**src/rtl/fetch_sequencer.sv**
```systemverilog
// Instruction-fetch sequencer: owns the PC, runs the req/ack handshake to
// instruction memory and drives the IF/ID write/flush pulses.
module fetch_sequencer #(
    parameter logic [31:0] RESET_PC = 32'h0000_0000,
    parameter int unsigned PC_STEP  = 4
) (
    input  logic        clk,
    input  logic        rst,
    output logic        imem_req,
    output logic [31:0] imem_addr,
    input  logic        imem_ack,
    input  logic [31:0] imem_rdata,
    input  logic        stall,
    input  logic        redirect,
    input  logic [31:0] redirect_pc,
    output logic        ifid_we,
    output logic        ifid_flush,
    output logic [31:0] ifid_instr,
    output logic [31:0] ifid_npc,
    output logic [31:0] pc
);

    localparam logic [31:0] STEP = 32'(PC_STEP);

    typedef enum logic [1:0] {
        IDLE,
        FETCH,
        HOLD,
        DRAIN
    } state_t;

    state_t      state;
    state_t      state_next;
    logic [31:0] pc_next;
    logic [31:0] drain_addr;
    logic [31:0] drain_addr_next;
    logic [31:0] hold_instr;
    logic [31:0] hold_instr_next;
    logic [31:0] hold_npc;
    logic [31:0] hold_npc_next;
    logic [31:0] instr_next;
    logic [31:0] npc_next;
    logic        we_next;
    logic        flush_next;
    logic        req_next;
    logic [31:0] target;
    logic [31:0] pc_inc;

    assign target = {redirect_pc[31:2], 2'b00};
    assign pc_inc = pc + STEP;

    // While draining a stale request the bus must keep the old address even
    // though pc already holds the redirect target.
    assign imem_addr = (state == DRAIN) ? drain_addr : pc;

    always_comb begin
        state_next      = state;
        pc_next         = pc;
        drain_addr_next = drain_addr;
        hold_instr_next = hold_instr;
        hold_npc_next   = hold_npc;
        instr_next      = ifid_instr;
        npc_next        = ifid_npc;
        we_next         = 1'b0;
        flush_next      = 1'b0;

        case (state)
            IDLE: begin
                state_next = FETCH;
                if (redirect) begin
                    pc_next = target;
                end
            end

            FETCH: begin
                if (redirect) begin
                    pc_next         = target;
                    flush_next      = 1'b1;
                    hold_instr_next = '0;
                    hold_npc_next   = '0;
                    if (!imem_ack) begin
                        state_next      = DRAIN;
                        drain_addr_next = pc;
                    end
                end else if (imem_ack) begin
                    pc_next = pc_inc;
                    if (stall) begin
                        hold_instr_next = imem_rdata;
                        hold_npc_next   = pc_inc;
                        state_next      = HOLD;
                    end else begin
                        we_next    = 1'b1;
                        instr_next = imem_rdata;
                        npc_next   = pc_inc;
                    end
                end
            end

            HOLD: begin
                if (redirect) begin
                    pc_next         = target;
                    flush_next      = 1'b1;
                    hold_instr_next = '0;
                    hold_npc_next   = '0;
                    state_next      = FETCH;
                end else if (!stall) begin
                    we_next    = 1'b1;
                    instr_next = hold_instr;
                    npc_next   = hold_npc;
                    state_next = FETCH;
                end
            end

            DRAIN: begin
                // An ack here retires the stale request; its data is dropped.
                if (redirect) begin
                    pc_next    = target;
                    flush_next = 1'b1;
                end
                if (imem_ack) begin
                    state_next = FETCH;
                end
            end

            default: begin
                state_next = IDLE;
            end
        endcase
    end

    assign req_next = (state_next == FETCH) || (state_next == DRAIN);

    always_ff @(posedge clk or posedge rst) begin
        if (rst) begin
            state      <= IDLE;
            pc         <= RESET_PC;
            drain_addr <= '0;
            hold_instr <= '0;
            hold_npc   <= '0;
            imem_req   <= 1'b0;
            ifid_we    <= 1'b0;
            ifid_flush <= 1'b0;
            ifid_instr <= '0;
            ifid_npc   <= '0;
        end else begin
            state      <= state_next;
            pc         <= pc_next;
            drain_addr <= drain_addr_next;
            hold_instr <= hold_instr_next;
            hold_npc   <= hold_npc_next;
            imem_req   <= req_next;
            ifid_we    <= we_next;
            ifid_flush <= flush_next;
            ifid_instr <= instr_next;
            ifid_npc   <= npc_next;
        end
    end

endmodule

```
**config.mk**
```make
export PLATFORM = sky130hd
export DESIGN_NAME = fetch_sequencer
export DESIGN_NICKNAME = d
export VERILOG_FILES = /design/src/rtl/fetch_sequencer.sv
export SDC_FILE = /design/constraint.sdc
export NUM_CORES = 1
export LEC_CHECK = 0
export CAP_MARGIN = 20
export CORE_MARGIN = 2
export CORE_UTILIZATION = 40
export CTS_BUF_LIST = sky130_fd_sc_hd__clkbuf_8
export CTS_CLUSTER_SIZE = 20
export DETAILED_ROUTE_END_ITERATION = 8
export DONT_BUFFER_PORTS = 1
export REMOVE_ABC_BUFFERS = 1
export SLEW_MARGIN = 20
export SYNTH_ARGS = -nofsm -noshare
export SYNTH_HDL_FRONTEND = slang
export SYNTH_SLANG_ARGS = --single-unit
```
**constraint.sdc**
```tcl
create_clock -name clk -period 17 [get_ports clk]
set_input_delay 1.7 -clock clk [delete_from_list [all_inputs] [get_ports clk]]
set_output_delay 1.7 -clock clk [all_outputs]
set_load 0.05 [all_outputs]
```
==> results.cfg <==
[timing]
tns_ps = 0
worst_slew_pin_slew_ps = 1010
setup_viol = 0
rsz0062_at_grt = false
period_share_pct = 26.6
fmax_mhz = 221
period_minus_slack_ps = 4520
hold_violations = 0
slew_headroom_pct = 32.9
skew_ps = 19.4
drv_slew = 0

[clock_network]
clk_pin_slew_ps = 100
cts_htree_levels = 4
hold_buffers = 0
clockRootBuffer = clkbuf_8
post_cts_buffers = 0
insertion_delay_ps = 480
cts_tree = done
clockBufferDepth = 2
cts_sinks = 190
cts_resized = 0
cts_buffers = 17

[global_route]
antenna_found_initial = 0
met1_usage_pct = 26.6
grtUsageMet2_pct = 30.5
top_usage_layer = met2
grt_pass1_wl_mm = 36.6
grt_pass1_vias = 6305
overflow = 0
grt_max_degree = 121
track_usage_pct = 19.6
grt_use_met3_pct = 5.24

[cells_and_area]
multiInputGateArea_sq_um = 4030
regArea_sq_um = 4750
drive_gt1_share_pct = 13.2
area_growth_pct = 5.82
final_cell_area_sq_um = 9620
nNetsFinal = 908
fillers = 2174
utilization_pct = 42.8
layout_commonest_cell = dfrtp_1
insertedDiodeCount = 0
fin_cells = 1127
layout_common_cells = dfrtp_1, nand2_1, o21ai_0

[detailed_routing]
ant_nets = 0
dr_total_vias = 6315
avgViaCountPerCell = 5.60
wl_per_cell_um = 20.3
drcViolationCount = 0
drt-pass1-iter-count = 5
routed_wl_mm = 22.9
first_iter_violations = 429

[setup_path]
end_kind = primary output
cp_data_required_time_ps = 15300
critPathMaxFanout = 32
path_class = flop to primary output
cp-start-kind = flop
worstPathArrival_ps = 2820

[synth]
synthCells = 884
synth-edff-count = 0
yosys.area_share.adder_pct = 0.963
synth_top_family_by_area = compound AO/OA/AOI/OAI gates
synth_mux_area_share_pct = 11.7
synth-simple-area-share_pct = 13.2
yosysWarnings = 0
async_flop_share_pct = 100
ys.flop_type = dfrtp_1
yosysUniqueCellTypes = 48
yosysSeqAreaShare_pct = 52.3
synth_top_area_cell = dfrtp_1
synth_top_area_share_pct = 52.3
synth.avg_cell_area_sq_um = 10.3
synth_compound_area_share_pct = 13.9
netlist_area_sq_um = 9090
ys_ff_latch = 190
ys_top_cells_by_area = dfrtp_1, mux2_2, o21ai_0, nand2_1, mux2i_1
synth_xor_xnor_area_share_pct = 3.85

[floorplan]
initial_utilization_pct = 40.4
dieArea_sq_um = 24000
rows = 55
coreArea_sq_um = 22500
chipHeight_um = 155
io_pins = 200
die_width_um = 155

[place]
port_buffers = 0
gp_congestion = 0.787
placedInstanceArea_sq_um = 9220
dpl.hpwl_mm = 14.9
dp.cells = 1098

[power]
peakVddDrop_uv = 93.8
power.density_nw_per_um2 = 220
p_leak_nw = 4.01

[run_status]
status = finished clean

[job]
drv_cap = 0

[hold_path]
hp-class = flop to flop
worst max-delay path, stage by stage (launching register included):
cell,delay (ps)
dfrtp_1,810
ha_2,900
nand2_1,90
o21ai_1,540
power by group:
part | switching, mW | total [mW] | internal, mW | leakage [nW]
clock | 0.165 | 0.322 | 0.157 | 0.203
combinational | 0.434 | 0.670 | 0.236 | 1.41
sequential | 0.491 | 1.13 | 0.638 | 2.40
cells by family (layout without fill, tap and decap cells):
family | Yosys count | count (layout)
AND/OR/NAND/NOR | 252 | 252
AO/OA/AOI/OAI | 208 | 208
flip-flops | 190 | 190
multiplexers | 99 | 99
buffers and inverters | 87 | 42
XOR/XNOR | 40 | 40
adder cells (fa/ha/maj) | 7 | 7
other | 1 | 4
sequential cells by signal, summed over array words and instances (netlist names):
register	cells
ifid_instr	32
hold_instr	32
drain_addr	30
hold_npc	31
state	2
pc	30
ifid_we	1
ifid_flush	1
ifid_npc	31
final cells by class:
type	count	area share, %
timing repair buffer	6	0.468
clock inverter	12	1.79
inverter	7	0.351
clock buffer	17	2.43
tap	285	3.71
sequential	190	49.4
multi-input combinational	610	41.8
final timing paths:
kind / start / endpoint / slack (ps) / cells after the start
max: state[0] / imem_addr[21] / 12480 / 3
max in group asynchronous: rst / hold_npc[18] / 14250 / 2
max reg2reg: state[0] / hold_npc[19] / 13380 / 7
min reg2reg: hold_npc[24] / hold_npc[24] / 480 / 2
min in group asynchronous: rst / ifid_instr[18] / 1230 / 1
min: hold_npc[24] / hold_npc[24] / 480 / 2
Yosys cell counts, types with 2 or more instances:
cell type and n:
a21oi_1 28, nand4_1 9, a31oi_1 2, nand3_1 21, nor3_2 2, a22oi_1 2, o31ai_1 2, clkbuf_1 59
mux2i_1 38, nor2_1 29, ha_1 7, nor4_1 8, o211ai_1 3, xnor2_1 27, a21o_1 3, nor2b_1 4
nor3_1 26, or2_1 2, and4_1 3, buf_2 7, o31a_1 3, a21boi_0 3, nand2_1 118, xor2_1 13
o21ai_1 7, o22ai_1 10, nor4_2 2, a22o_1 39, or2_2 3, and2_1 4, buf_6 2, o21ai_0 101
inv_1 6, buf_4 5, mux2_2 61, dfrtp_1 190, or3_1 7, o22a_1 3, and3_1 9, nand2b_1 3
buf_1 6
layer usage:
layer,share of wire [%],vias up
li1,-,2999
met1,46,3091
met2,45,194
met3,7.0,31
met4,1.9,0
met5,0,-
per-stage QoR:
stage          setup WS (ps)  hold slack [ps]  total power [mW]
2_1_floorplan          10130              441              1.63
3_3_place_gp           12930              453              1.80
3_5_place_dp           12920              457              1.82
4_1_cts                12380              482              2.14
5_1_grt                12250              516              2.25
6_report               12480              483              2.12
(Power assumes the default switching activity.)
